File: src/rtl/wb_aperture_ctrl.sv
// Wishbone cycle controller between the AHB-to-FPGA bridge and four fabric
// clients (FPGA registers, UART0, UART1, QL reserved). Each bridge cycle is
// decoded to one 4 KB aperture. The selected client's cycle line is gated,
// and its ack and read data are returned to the bridge one cycle later.
// Unmapped or unanswered cycles end with DEFAULT_READ_VALUE, so the bridge
// can never hang.
//
// Handshake: the bridge holds WBs_CYC/WBs_STB/WBs_ADR stable from the strobe
// until WBs_ACK. A cycle is accepted only in IDLE. WBs_ACK is a registered
// single-cycle pulse, and WBs_RD_DAT is valid in that cycle and holds until
// the next load. A client finishes its cycle by raising its sl_ack_i bit
// while its sl_cyc_o bit is high. Dropping WBs_CYC before the ack abandons
// the cycle: no ack is returned and no error is counted.
module wb_aperture_ctrl #(
    parameter int                   APERWIDTH                = 17,
    parameter int                   APERSIZE                 = 10,
    parameter logic [APERWIDTH-1:0] FPGA_REG_BASE_ADDRESS    = 17'h00000,
    parameter logic [APERWIDTH-1:0] UART0_BASE_ADDRESS       = 17'h01000,
    parameter logic [APERWIDTH-1:0] UART1_BASE_ADDRESS       = 17'h02000,
    parameter logic [APERWIDTH-1:0] QL_RESERVED_BASE_ADDRESS = 17'h03000,
    parameter logic [31:0]          DEFAULT_READ_VALUE       = 32'hBAD_FAB_AC,
    parameter int                   DEFAULT_CNTR_WIDTH       = 3,
    parameter int                   DEFAULT_CNTR_TIMEOUT     = 7
) (
    input  logic                 WB_CLK,
    input  logic                 WB_RST,
    input  logic [APERWIDTH-1:0] WBs_ADR,
    input  logic                 WBs_CYC,
    input  logic                 WBs_STB,
    input  logic                 WBs_WE,
    output logic [31:0]          WBs_RD_DAT,
    output logic                 WBs_ACK,
    output logic [3:0]           sl_cyc_o,
    input  logic [3:0]           sl_ack_i,
    input  logic [31:0]          sl_rd_dat0_i,
    input  logic [31:0]          sl_rd_dat1_i,
    input  logic [31:0]          sl_rd_dat2_i,
    input  logic [31:0]          sl_rd_dat3_i,
    output logic                 timeout_o,
    output logic [7:0]           err_cnt_o,
    output logic [1:0]           fsm_state
);

    localparam int DEC_LSB = APERSIZE + 2;
    localparam logic [DEFAULT_CNTR_WIDTH-1:0] TIMEOUT_VAL =
        DEFAULT_CNTR_TIMEOUT[DEFAULT_CNTR_WIDTH-1:0];

    typedef enum logic [1:0] {
        IDLE   = 2'd0,
        ACTIVE = 2'd1,
        DONE   = 2'd2
    } state_t;

    state_t                        state;
    logic [3:0]                    sel_q;
    logic [DEFAULT_CNTR_WIDTH-1:0] cntr;
    logic [3:0]                    hit;
    logic [31:0]                   sel_dat;

    // Byte-offset bits and the write flag do not affect the cycle sequence.
    logic unused_ok;
    assign unused_ok = &{1'b0, WBs_ADR[DEC_LSB-1:0], WBs_WE};

    // Aperture decode: compare the address page against each client base.
    always_comb begin
        hit    = 4'b0000;
        hit[0] = (WBs_ADR[APERWIDTH-1:DEC_LSB] == FPGA_REG_BASE_ADDRESS[APERWIDTH-1:DEC_LSB]);
        hit[1] = (WBs_ADR[APERWIDTH-1:DEC_LSB] == UART0_BASE_ADDRESS[APERWIDTH-1:DEC_LSB]);
        hit[2] = (WBs_ADR[APERWIDTH-1:DEC_LSB] == UART1_BASE_ADDRESS[APERWIDTH-1:DEC_LSB]);
        hit[3] = (WBs_ADR[APERWIDTH-1:DEC_LSB] == QL_RESERVED_BASE_ADDRESS[APERWIDTH-1:DEC_LSB]);
    end

    // Read-data mux steered by the one-hot select captured at acceptance.
    always_comb begin
        sel_dat = ({32{sel_q[0]}} & sl_rd_dat0_i)
                | ({32{sel_q[1]}} & sl_rd_dat1_i)
                | ({32{sel_q[2]}} & sl_rd_dat2_i)
                | ({32{sel_q[3]}} & sl_rd_dat3_i);
    end

    // Only the selected client sees a cycle, and only while the bridge holds CYC.
    assign sl_cyc_o  = (state == ACTIVE) ? (sel_q & {4{WBs_CYC}}) : 4'b0000;
    assign fsm_state = state;

    // Cycle sequencer: accept, wait for the client or time out, ack once.
    always_ff @(posedge WB_CLK) begin
        if (WB_RST) begin
            state      <= IDLE;
            sel_q      <= 4'b0000;
            cntr       <= '0;
            WBs_ACK    <= 1'b0;
            WBs_RD_DAT <= 32'h0;
            timeout_o  <= 1'b0;
            err_cnt_o  <= 8'h00;
        end else begin
            WBs_ACK   <= 1'b0;
            timeout_o <= 1'b0;
            case (state)
                IDLE: begin
                    if (WBs_CYC && WBs_STB) begin
                        cntr <= '0;
                        if (hit != 4'b0000) begin
                            // Lowest-numbered match wins if bases ever overlap.
                            sel_q <= hit & (~hit + 4'b0001);
                            state <= ACTIVE;
                        end else begin
                            sel_q      <= 4'b0000;
                            WBs_RD_DAT <= DEFAULT_READ_VALUE;
                            WBs_ACK    <= 1'b1;
                            if (err_cnt_o != 8'hFF) err_cnt_o <= err_cnt_o + 8'd1;
                            state      <= DONE;
                        end
                    end
                end
                ACTIVE: begin
                    if (!WBs_CYC) begin
                        state <= IDLE;
                    end else if ((sl_ack_i & sel_q) != 4'b0000) begin
                        // A client ack wins over a timeout in the same cycle.
                        WBs_RD_DAT <= sel_dat;
                        WBs_ACK    <= 1'b1;
                        state      <= DONE;
                    end else if (cntr == TIMEOUT_VAL) begin
                        WBs_RD_DAT <= DEFAULT_READ_VALUE;
                        WBs_ACK    <= 1'b1;
                        timeout_o  <= 1'b1;
                        if (err_cnt_o != 8'hFF) err_cnt_o <= err_cnt_o + 8'd1;
                        state      <= DONE;
                    end else begin
                        cntr <= cntr + 1'b1;
                    end
                end
                DONE: begin
                    state <= IDLE;
                end
                default: begin
                    state <= IDLE;
                end
            endcase
        end
    end

endmodule

File: config.mk
export PLATFORM = sky130hd
export DESIGN_NAME = wb_aperture_ctrl
export DESIGN_NICKNAME = d
export VERILOG_FILES = /design/src/rtl/wb_aperture_ctrl.sv
export SDC_FILE = /design/constraint.sdc
export NUM_CORES = 1
export LEC_CHECK = 0
export BUFFER_PORTS_ARGS = -buffer_cell sky130_fd_sc_hd__clkbuf_2
export CAP_MARGIN = 20
export CORE_ASPECT_RATIO = 0.9
export CORE_UTILIZATION = 41
export CTS_CLUSTER_DIAMETER = 120
export DETAILED_ROUTE_END_ITERATION = 8
export GPL_TIMING_DRIVEN = 0
export PLACE_DENSITY = 0.91
export SLEW_MARGIN = 20
export SYNTH_ARGS = -nofsm -noshare
export SYNTH_HDL_FRONTEND = slang
export SYNTH_SLANG_ARGS = --single-unit
File: constraint.sdc
create_clock -name WB_CLK -period 2.2 [get_ports WB_CLK]
set_input_delay 0.55 -clock WB_CLK [delete_from_list [all_inputs] [get_ports WB_CLK]]
set_output_delay 0.55 -clock WB_CLK [all_outputs]
set_load 0.1 [all_outputs]
==> results.py <==
metrics = {
    "run_status": {
        "status": "finished clean",
    },
    "critical_path": {
        "worstPathBufferInverterCount": 2,
        "critical_path.top_delay_family": "simple AND/OR/NAND/NOR gates",
        "arrival_ns": 1.60,
        "r2r_end": "WBs_RD_DAT[19]$_SDFFE_PP0P_",
        "cp_num_cells": 4,
        "slowest_delay_ns": 0.34,
        "ff2ff_path_depth": 6,
        "startpoint": "fsm_state[1]$_SDFFE_PP0P_",
        "endpoint": "sl_cyc_o[1]",
        "r2r_start": "sel_q[3]$_SDFFE_PP0P_",
        "ff2ff_setup_slack_ns": 0.24,
        "startpoint_type": "flop",
        "end_kind": "primary output",
        "critPathSlowestCell": "and3b_2",
        "crit_chain": "buf_2 > and3b_2 > and2_2 > buf_4",
        "critPathKind": "reg2out",
        "critical_path_required_ns": 1.65,
        "worst-path-max-fanout": 9,
    },
    "cells_and_area": {
        "final_common_cell": "clkbuf_2",
        "fin_area_um2": 4010,
        "layout-drive-gt1-share_pct": 42.9,
        "n_fill_cell": 620,
        "area_growth_pct": 40.5,
        "layout.nets": 668,
        "layout_common_cells": "clkbuf_2 (183), dfxtp_1 (47), a221oi_1 (42)",
        "n_antenna_cell": 0,
    },
    "synthesis": {
        "yosys_warnings": 0,
        "async_flop_share_pct": 0,
        "ys_seq_area_share_pct": 35.8,
        "ys.flop_type": "dfxtp_1",
        "synthesis.nets": 478,
        "synth_area_um2": 2860,
        "synth.distinct_cells": 42,
        "ys_ff_latch": 51,
        "synth-edff-count": 0,
        "synthCells": 321,
        "avgSynthCellArea_um2": 8.89,
    },
    "sta": {
        "hold_viol_final": 0,
        "rsz0062_at_grt": "no",
        "worst_pin_slew_ns": 0.580,
        "setup_tns_ns": 0,
        "layout_worst_path_cycle_share_pct": 97.6,
        "setup_viol": 0,
        "hold_ws_ns": 0.469,
        "period_needed_ns": 2.15,
        "finClkSkew_ns": 0.00589,
        "slew_headroom_pct": 61.5,
        "setup_slack_ns": 0.0521,
        "clock.fmax_mhz": 466,
        "maxSlewViolCount": 0,
    },
    "global_routing": {
        "grt_usage_pct": 26.3,
        "antenna_found_initial": 0,
        "grt_max_degree": 18,
        "grt_pass1_vias": 3174,
        "grt.overflow.total": 0,
        "grt_pass1_wl_um": 15200,
    },
    "cts": {
        "clock_latency_ns": 0.30,
        "root_buffer": "clkbuf_8",
        "clock_path_buffers": 2,
        "path_clk_slew_ns": 0.09,
        "cts_made_buffers": 5,
        "post-cts-setup-buffers": 0,
        "clock_sinks": 51,
        "cts_hold_buffers": 0,
        "cts_max_level": 2,
        "cts_tree": "done",
    },
    "worst_hold_path": {
        "hold_class": "reg2reg",
    },
    "pwr": {
        "switching_share_pct": 32.9,
        "leakage_nw": 1.92,
        "power_density_nw_per_um2": 541,
        "p_sw_w": 0.000714,
        "clkPwrFrac_pct": 29.5,
        "peakVddDrop_v": 0.000274,
        "comb_power_share_pct": 25.5,
        "power.internal_w": 0.00146,
        "p_seq_share_pct": 45.1,
    },
    "floorplan": {
        "die_x_um": 90.0,
        "core_um2": 6660,
        "pin_count": 202,
        "dieArea_um2": 7300,
        "die_h_um": 81.2,
        "fp-row-count": 28,
        "initial_core_util_pct": 42.9,
    },
    "place": {
        "dp_hpwl_um": 7980,
        "dpl_cell_area_um2": 3910,
        "gp_congestion": 0.888,
        "port_buffers": 187,
        "dp_slack_ns": -0.173,
    },
    "drt": {
        "vias": 3419,
        "route.antenna.remaining_nets": 0,
        "post_drt_wl_per_cell_um": 16.8,
        "firstDrtPassIters": 5,
        "first_iter_violations": 157,
        "drc": 0,
        "via_per_inst": 5.69,
        "drt-total-wl_um": 10100,
    },
    "flow_run": {
        "drv_cap": 0,
    },
}
[routing by layer]
metal | up-vias | global-route usage, % | part of all wire [%]
met4 | 0 | 7.58 | 1.4
met5 | - | 0 | 0
met3 | 16 | 4.03 | 6.2
li1 | 1620 | - | -
met2 | 149 | 48.5 | 52
met1 | 1634 | 32.3 | 40
[Yosys cell counts (all sizes together) (2+ instances only)]
cell type   n  area, µm²
o21ai       2       10.0
dfxtp      51       1020
nand4       2       12.5
o31ai       6       45.0
and2        4       25.0
or4         6       45.0
nand3       4       20.0
nand2b     12       75.1
a21oi      14       70.1
mux2i      11        110
clkbuf     19       71.3
and3b       2       17.5
a221oi     42        368
nor2        5       18.8
nand2      30        113
nand3b      3       22.5
a22oi      25        215
a22o       21        184
inv        23       86.3
nor3        6       35.0
buf        13       88.8
and3        2       12.5
ha          3       37.5
or3         2       12.5
[timing repair]
item	CTS	global route
resized for setup	5	4
pin swaps	0	0
endpoints found under the setup margin	4	4
[logic make-up after synthesis]
| kind of cell | after synthesis | synth area share, % |
|---|---|---|
| buf+inv | 55 | 8.63 |
| compound gates | 116 | 33.9 |
| flops | 51 | 35.8 |
| simple gates | 84 | 16.1 |
| fa+ha+maj | 3 | 1.31 |
| mux | 12 | 4.25 |
[layout make-up]
cell class              instances  area, µm²  area share (%)
plain buffers                  28        145            3.62
clock buffers                   6       72.6            1.81
clock inverters                 1       30.0           0.748
inverters                      23       86.3            2.15
multi-input cells             215       1590            39.7
flip-flops and latches         51       1030            25.6
well taps                      90        113            2.81
repair buffers                187        946            23.6
[power by group through the flow]
| stage | Sequential (W) | Clock [W] | Combinational, W |
|---|---|---|---|
| CTS | 0.000978 | 0.000654 | 0.000553 |
| global placement | 0.000998 | 0 | 0.000542 |
| finish | 0.000978 | 0.000640 | 0.000553 |
| global route | 0.000983 | 0.000701 | 0.000581 |
| detailed placement | 0.000999 | 0 | 0.000552 |
| floorplan | 0.00124 | 0 | 0.000112 |
[per-stage QoR]
step / total power (W) / cells / utilization, %
finish: 0.00217 / 601 / 60.3
global route: 0.00226 / 601 / 60.3
CTS: 0.00219 / 601 / 60.3
detailed placement: 0.00155 / 598 / 58.8
global placement: 0.00154 / 598 / 58.8
floorplan: 0.00135 / 321 / -
[sequential cells by signal, summed over array words and instances, names as in the netlist]
name	flops
err_cnt_o	8
cntr	3
fsm_state	2
WBs_RD_DAT	32
WBs_ACK	1
sel_q	4
timeout_o	1
[worst register-to-register path: stages, from the launching register on]
cell      delay [ns]
dfxtp_1         0.31
buf_2           0.25
a22oi_4         0.28
nand2_1         0.14
o32ai_4         0.41
buf_2           0.30
a221oi_1        0.13
[how the worst min path moves through the flow]
| stage | slack [ns] | to | depth (start not counted) | startpoint |
|---|---|---|---|---|
| 2_1_floorplan | 0.47 | cntr[1]$_SDFFE_PP0P_ | 2 | cntr[1]$_SDFFE_PP0P_ |
| 3_3_place_gp | 0.46 | WBs_RD_DAT[3]$_SDFFE_PP0P_ | 2 | WBs_RD_DAT[3]$_SDFFE_PP0P_ |
| 3_5_place_dp | 0.46 | WBs_RD_DAT[11]$_SDFFE_PP0P_ | 2 | WBs_RD_DAT[11]$_SDFFE_PP0P_ |
| 4_1_cts | 0.47 | WBs_RD_DAT[11]$_SDFFE_PP0P_ | 2 | WBs_RD_DAT[11]$_SDFFE_PP0P_ |
| 5_1_grt | 0.50 | WBs_RD_DAT[11]$_SDFFE_PP0P_ | 2 | WBs_RD_DAT[11]$_SDFFE_PP0P_ |
| 6_report | 0.47 | WBs_RD_DAT[11]$_SDFFE_PP0P_ | 2 | WBs_RD_DAT[11]$_SDFFE_PP0P_ |
(Power assumes the default switching activity.)
